===== src/rtl/vga_fb_writer_if.sv =====
// Register-bus bundle between the io decoder and the frame-buffer write engine.
// A read is a transaction with wstrb low; rdata is returned by the slave.
interface vga_fb_writer_if;
    logic        valid;
    logic [2:0]  addr;
    logic [31:0] wdata;
    logic        wstrb;
    logic [31:0] rdata;

    modport master (
        output valid,
        output addr,
        output wdata,
        output wstrb,
        input  rdata
    );

    modport slave (
        input  valid,
        input  addr,
        input  wdata,
        input  wstrb,
        output rdata
    );
endinterface


===== src/rtl/vga_fb_writer.sv =====
// CPU-side write engine for the VGA frame-buffer BRAM port A: auto-incrementing
// pixel pointer for single writes plus a one-pixel-per-clock fill engine.
module vga_fb_writer #(
    parameter int unsigned FB_SIZE = 49152,
    parameter int unsigned AW      = 16
) (
    input  logic           clk,
    input  logic           resetn,
    vga_fb_writer_if.slave bus,
    output logic           fb_we,
    output logic [AW-1:0]  fb_addr,
    output logic [7:0]     fb_wdata,
    output logic           busy
);

    localparam int unsigned DW = 32;
    localparam int unsigned LW = 16;
    localparam int unsigned CW = 8;

    localparam logic [2:0] REG_PTR    = 3'd0;
    localparam logic [2:0] REG_DATA   = 3'd1;
    localparam logic [2:0] REG_FILL   = 3'd2;
    localparam logic [2:0] REG_COLOR  = 3'd3;
    localparam logic [2:0] REG_STATUS = 3'd4;

    localparam logic [0:0] ST_IDLE = 1'b0;
    localparam logic [0:0] ST_FILL = 1'b1;

    localparam logic [AW-1:0] PTR_LAST = AW'(FB_SIZE - 1);

    logic [0:0]    state_q,     state_d;
    logic          valid_dly_q, valid_dly_d;
    logic [AW-1:0] ptr_q,       ptr_d;
    logic [CW-1:0] color_q,     color_d;
    logic [LW-1:0] remaining_q, remaining_d;
    logic          dropped_q,   dropped_d;
    logic [DW-1:0] rdata_q,     rdata_d;
    logic          fb_we_q,     fb_we_d;
    logic [AW-1:0] fb_addr_q,   fb_addr_d;
    logic [CW-1:0] fb_wdata_q,  fb_wdata_d;
    logic          busy_q,      busy_d;

    logic          cmd_c;
    logic          wr_c;
    logic          rd_c;
    logic          reg_wr_c;
    logic [LW-1:0] len_c;
    logic          unused_c;

    // Pointers at or beyond the last pixel (including out-of-range writes) wrap to 0.
    function automatic logic [AW-1:0] ptr_inc(input logic [AW-1:0] p);
        return (p >= PTR_LAST) ? '0 : p + AW'(1);
    endfunction

    // One command per transaction: rising edge of valid.
    always_comb begin
        cmd_c    = bus.valid & ~valid_dly_q;
        wr_c     = cmd_c & bus.wstrb;
        rd_c     = cmd_c & ~bus.wstrb;
        reg_wr_c = wr_c & (bus.addr <= REG_COLOR);
        len_c    = bus.wdata[LW-1:0];
        unused_c = ^bus.wdata[DW-1:LW];
    end

    always_comb begin
        state_d     = state_q;
        valid_dly_d = bus.valid;
        ptr_d       = ptr_q;
        color_d     = color_q;
        remaining_d = remaining_q;
        dropped_d   = dropped_q;
        rdata_d     = rdata_q;
        fb_we_d     = 1'b0;
        fb_addr_d   = fb_addr_q;
        fb_wdata_d  = fb_wdata_q;
        busy_d      = 1'b0;

        // Reads are serviced regardless of fill activity.
        if (rd_c) begin
            case (bus.addr)
                REG_PTR:    rdata_d = DW'(ptr_q);
                REG_FILL:   rdata_d = DW'(remaining_q);
                REG_COLOR:  rdata_d = DW'(color_q);
                REG_STATUS: begin
                    rdata_d   = {30'd0, dropped_q, busy_q};
                    dropped_d = 1'b0;
                end
                default:    rdata_d = '0;
            endcase
        end

        if (reg_wr_c && busy_q) begin
            dropped_d = 1'b1;
        end

        case (state_q)
            ST_IDLE: begin
                // busy_q can still be high on the last fill pixel; writes then drop.
                if (wr_c && !busy_q) begin
                    case (bus.addr)
                        REG_PTR: begin
                            ptr_d = bus.wdata[AW-1:0];
                        end
                        REG_DATA: begin
                            fb_we_d    = 1'b1;
                            fb_addr_d  = ptr_q;
                            fb_wdata_d = bus.wdata[CW-1:0];
                            ptr_d      = ptr_inc(ptr_q);
                        end
                        REG_FILL: begin
                            if (len_c != '0) begin
                                fb_we_d     = 1'b1;
                                busy_d      = 1'b1;
                                fb_addr_d   = ptr_q;
                                fb_wdata_d  = color_q;
                                ptr_d       = ptr_inc(ptr_q);
                                remaining_d = len_c - LW'(1);
                                state_d     = (len_c == LW'(1)) ? ST_IDLE : ST_FILL;
                            end
                        end
                        REG_COLOR: begin
                            color_d = bus.wdata[CW-1:0];
                        end
                        default: begin
                        end
                    endcase
                end
            end
            ST_FILL: begin
                fb_we_d     = 1'b1;
                busy_d      = 1'b1;
                fb_addr_d   = ptr_q;
                fb_wdata_d  = color_q;
                ptr_d       = ptr_inc(ptr_q);
                remaining_d = remaining_q - LW'(1);
                if (remaining_q == LW'(1)) begin
                    state_d = ST_IDLE;
                end
            end
            default: begin
                state_d = ST_IDLE;
            end
        endcase
    end

    always_ff @(posedge clk) begin
        if (!resetn) begin
            state_q     <= ST_IDLE;
            valid_dly_q <= 1'b0;
            ptr_q       <= '0;
            color_q     <= '0;
            remaining_q <= '0;
            dropped_q   <= 1'b0;
            rdata_q     <= '0;
            fb_we_q     <= 1'b0;
            fb_addr_q   <= '0;
            fb_wdata_q  <= '0;
            busy_q      <= 1'b0;
        end else begin
            state_q     <= state_d;
            valid_dly_q <= valid_dly_d;
            ptr_q       <= ptr_d;
            color_q     <= color_d;
            remaining_q <= remaining_d;
            dropped_q   <= dropped_d;
            rdata_q     <= rdata_d;
            fb_we_q     <= fb_we_d;
            fb_addr_q   <= fb_addr_d;
            fb_wdata_q  <= fb_wdata_d;
            busy_q      <= busy_d;
        end
    end

    assign bus.rdata = rdata_q;
    assign fb_we     = fb_we_q;
    assign fb_addr   = fb_addr_q;
    assign fb_wdata  = fb_wdata_q;
    assign busy      = busy_q;

endmodule

===== src/flat_wrapper.sv =====
// flat-port wrapper written by rule: the top's interface ports become plain ports
module vga_fb_writer_flat 
#(
    parameter int unsigned FB_SIZE = 49152,
    parameter int unsigned AW      = 16
)
  (clk, resetn, fb_we, fb_addr, fb_wdata, busy, bus_valid, bus_addr, bus_wdata, bus_wstrb, bus_rdata);
  vga_fb_writer_if bus_i ();
  input  logic clk;
  input  logic resetn;
  output logic fb_we;
  output logic [AW-1:0] fb_addr;
  output logic [7:0] fb_wdata;
  output logic busy;
  input wire logic [$bits(bus_i.valid)-1:0] bus_valid;
  input wire logic [$bits(bus_i.addr)-1:0] bus_addr;
  input wire logic [$bits(bus_i.wdata)-1:0] bus_wdata;
  input wire logic [$bits(bus_i.wstrb)-1:0] bus_wstrb;
  output wire logic [$bits(bus_i.rdata)-1:0] bus_rdata;
  assign bus_i.valid = bus_valid;
  assign bus_i.addr = bus_addr;
  assign bus_i.wdata = bus_wdata;
  assign bus_i.wstrb = bus_wstrb;
  assign bus_rdata = bus_i.rdata;
  vga_fb_writer #(.FB_SIZE(FB_SIZE), .AW(AW)) u_core (.clk(clk), .resetn(resetn), .bus(bus_i), .fb_we(fb_we), .fb_addr(fb_addr), .fb_wdata(fb_wdata), .busy(busy));
endmodule

===== config.mk =====
export PLATFORM = sky130hd
export DESIGN_NAME = vga_fb_writer_flat
export DESIGN_NICKNAME = d
export VERILOG_FILES = /design/src/rtl/vga_fb_writer_if.sv /design/src/rtl/vga_fb_writer.sv /design/src/flat_wrapper.sv
export SDC_FILE = /design/constraint.sdc
export NUM_CORES = 1
export LEC_CHECK = 0
export BUFFER_PORTS_ARGS = -buffer_cell sky130_fd_sc_hd__buf_4
export CAP_MARGIN = 30
export CORE_MARGIN = 1.5
export CORE_UTILIZATION = 53
export DETAILED_ROUTE_END_ITERATION = 10
export GPL_ROUTABILITY_DRIVEN = 0
export PLACE_DENSITY = 0.75
export SLEW_MARGIN = 20
export SYNTH_ARGS = -nofsm -noshare
export SYNTH_HDL_FRONTEND = slang
export SYNTH_SLANG_ARGS = --single-unit

===== constraint.sdc =====
create_clock -name clk -period 6.6 [get_ports clk]
set_clock_uncertainty 0.05 [all_clocks]
set_input_delay 0.33 -clock clk [delete_from_list [all_inputs] [get_ports clk]]
set_output_delay 0.33 -clock clk [all_outputs]
set_load 0.05 [all_outputs]

==> Implementation_results.wiki <==
{| class="wikitable"
! Metric !! Value
|-
| Starting utilization of the core area || 54.5%
|-
| Total track usage || 27.2%
|-
| Final Cycle Share || between 40 and 50%
|-
| Core occupancy in the finished layout || roughly 61%
|-
| Summed negative setup slack over all endpoints || 0 ps
|-
| Clock-pin transition on the worst setup and hold timing paths || approximately 80 ps
|-
| Port buffer count || 64
|-
| Total DRC errors in the routed layout || 0
|-
| Slowest cell delay on critical path || 970 ps
|-
| Residual overflow from global routing || 0
|-
| Global-route wire length before repair || 20,700 µm
|-
| Min-delay worst type || primary input to flop
|-
| Hold bufs inserted after CTS || 0
|-
| Maximum clock insertion buffer count || 2
|-
| Worst supply voltage drop on vdd || ~0.00019 V
|-
| Data arrival time of the worst path || approximately 3100 ps
|-
| Layout cells sized above 1 || around 16%
|-
| Area grow syn2layout || 12.7%
|-
| Row Count || 34
|-
| Initial antenna violation count || 0
|-
| Post-Syn Area per Cell || 8.38 µm²
|-
| CTS tree || yes
|-
| Top flip-flop cell by instance count after synthesis || dfxtp_1
|-
| Via count of the first global-routing pass || between 4,000 and 5,000
|-
| Antenna-violating nets left || 0
|-
| Post-synthesis instance area || between 4000 and 5000 µm²
|-
| Crit end category || flop
|-
| Slew headroom || about a third
|-
| CP Max Fanout || 27
|-
| Proportion of synthesized chip area in sequential cells || between 30% and 40%
|-
| Highest attainable clock frequency || 0.346 GHz
|-
| Total of flip-flops plus latches after synthesis || 85
|-
| Cell at the slowest stage of the critical path || dfxtp_1
|-
| Detailed-router iteration count before antenna repair || 7
|-
| Max H-tree Level || 3
|-
| Detailed placement HPWL || 9250 µm
|-
| Required time at the worst-slack endpoint || ~7000 ps
|-
| Synth top area share || between 30% and 40%
|-
| Number of resized instances in the post-cts repair step || 0
|-
| Most frequent standard cell in the layout excluding fill and tap cells || dfxtp_1
|-
| Final hold violations || 0
|-
| Area taken by multi-input logic gates || 2760 µm²
|-
| Area of placed instances || 5160 µm²
|-
| WS Path Type || flop to flop
|-
| Worst-path cell chain || inv_2, a221oi_4, buf_4, mux2i_1, nor2_1
|-
| Number of diodes added for antenna fixing || 0
|-
| Leading cell types by total area after synthesis || dfxtp_1 36%, mux2i_1 10%, nor2_1 5.7%, a21oi_1 4.4%, clkbuf_1 2.7%
|-
| Number of enable flip-flop cells after synthesis || 0
|-
| Placeable core region || around 8700 µm²
|-
| Die height || roughly 98 µm
|-
| Overall die width || a little under 100 µm
|-
| First DRT Iteration DRCs || 420
|-
| RSZ-0062 raised after global routing || no
|-
| Result of the run || completed
|-
| Async set-or-reset flop fraction in the synthesized netlist || 0%
|-
| Synth cell types || 73
|-
| Largest net degree at the start of global routing || 43
|-
| Count of clock tree sinks || 85
|-
| Clock buffers created by TritonCTS || 9
|-
| Number of max-cap violations || 0
|-
| DIE AREA || 9540 µm²
|-
| Standby leakage power || ~2.1 nW
|-
| # nets final || ~640
|-
| Transition time at the pin with the least slew margin || between 900 and 1000 ps
|-
| Minimum clock period after layout || between 2000 and 3000 ps
|-
| Io pins || 97
|-
| Average wire per standard cell || 18.4 µm
|-
| Highest-count cells in the layout ignoring fill and taps || 85 x dfxtp_1, 72 x nor2_1, 68 x buf_4
|-
| Post-synthesis cell count || ~570
|-
| Final-report setup violation count || 0
|-
| Slew Limit Fails || 0
|-
| Root Buffer Master || clkbuf_8
|-
| Startpoint Class || flop
|-
| Later-pin clock latency in the skew report || between 300 and 400 ps
|-
| Via total after detailed routing || approximately 4,500
|-
| Sum of routed wire length over all layers || 13,000 µm
|-
| Fill cells || around 770
|-
| Area leader, netlist || dfxtp_1
|-
| Ratio of total power to cell area || ~200 nW/µm²
|-
| Avg Vias per Cell || approximately 6.3
|-
| Area of all sequential standard cells || between 1500 and 2000 µm²
|-
| Final instance area || roughly 5400 µm²
|-
| Number of warnings reported in the yosys synthesis log || 0
|-
| Post-CTS setup repair buffer count || 0
|}
## final cells by class
type | instances | area share (%)
Timing Repair Buffer | 69 | 9.91
Clock inverter | 4 | 0.935
Clock buffer | 10 | 2.57
Sequential cell | 85 | 31.8
Tap cell | 108 | 2.52
Inverter | 11 | 0.771
Multi-Input combinational cell | 422 | 51.5
## logic make-up after synthesis
| family | count (synthesis) | share of synthesized area (%) |
|---|---|---|
| AO/OA/AOI/OAI | 132 | 19.0 |
| adder cells (fa/ha/maj) | 5 | 1.32 |
| multiplexers | 54 | 11.5 |
| XOR/XNOR | 17 | 3.13 |
| buffers and inverters | 75 | 7.58 |
| other | 1 | 0.0789 |
| flip-flops | 85 | 35.8 |
| AND/OR/NAND/NOR | 198 | 21.6 |
## power by group
part / internal, mW / switching [mW]
registers: 0.525 / 0.0210
logic: 0.0588 / 0.116
clock network: 0.180 / 0.186
total: 0.765 / 0.323
## flip-flops by register name, summed over array words and instances, names as in the netlist, 8 cells and up
register            count
u_core.fb_addr         16
u_core.remaining_q     16
u_core.ptr_q           16
u_core.fb_wdata         8
u_core.bus.rdata       16
u_core.color_q          8
## cells in the mapped netlist, types with 4 or more instances
cell type and count:
nand2_1 26, ha_1 5, mux2_1 6, o22ai_1 4, clkbuf_1 34, or4_1 6
mux2i_1 48, buf_1 4, o221ai_1 6, a211oi_1 8, o21a_1 4, nor4_1 12
o21ai_1 10, o31ai_1 6, a21oi_1 42, buf_2 8, nand4_1 11, buf_4 16
dfxtp_1 85, a22oi_1 16, xor2_1 10, and2_1 4, a31oi_1 4, xnor2_1 7
nor2_1 72, inv_1 8, nand3_1 14, nor3_1 22
## per-layer routing
metal	GRT usage [%]	share of wire (%)	vias to the layer above
met3	4.24	6.8	23
met2	46.4	50	202
met5	0	0	-
li1	-	-	2101
met1	34.7	41	2132
met4	9.45	2.3	0
## worst paths after layout
path / endpoint / depth (start not counted) / start / slack (ps)
setup reg to reg: u_core.fb_addr[12] / 5 / u_core.state_q / 3710
hold / removal: u_core.valid_dly_q / 2 / bus_valid / 160
setup / recovery: u_core.fb_addr[12] / 5 / u_core.state_q / 3710
hold reg to reg: u_core.bus.rdata[11] / 2 / u_core.bus.rdata[11] / 440
## metrics by stage
step           power [mW]  setup slack, ps  hold WS [ps]  instances
2_1_floorplan       0.688             4210           394        582
3_3_place_gp        0.723             3750           403        693
3_5_place_dp        0.728             3710           429        694
4_1_cts              1.09             3750           154        708
5_1_grt              1.13             3510           148        709
6_report             1.09             3710           161        709
## worst max-delay path, delay by kind of cell, from the launching register on
kind | cells | cell delay (ps)
mux | 1 | 240
flops | 1 | 970
simple gates | 1 | 50
compound gates | 1 | 800
buf+inv | 2 | 660
Power figures use the tool's default switching activity.
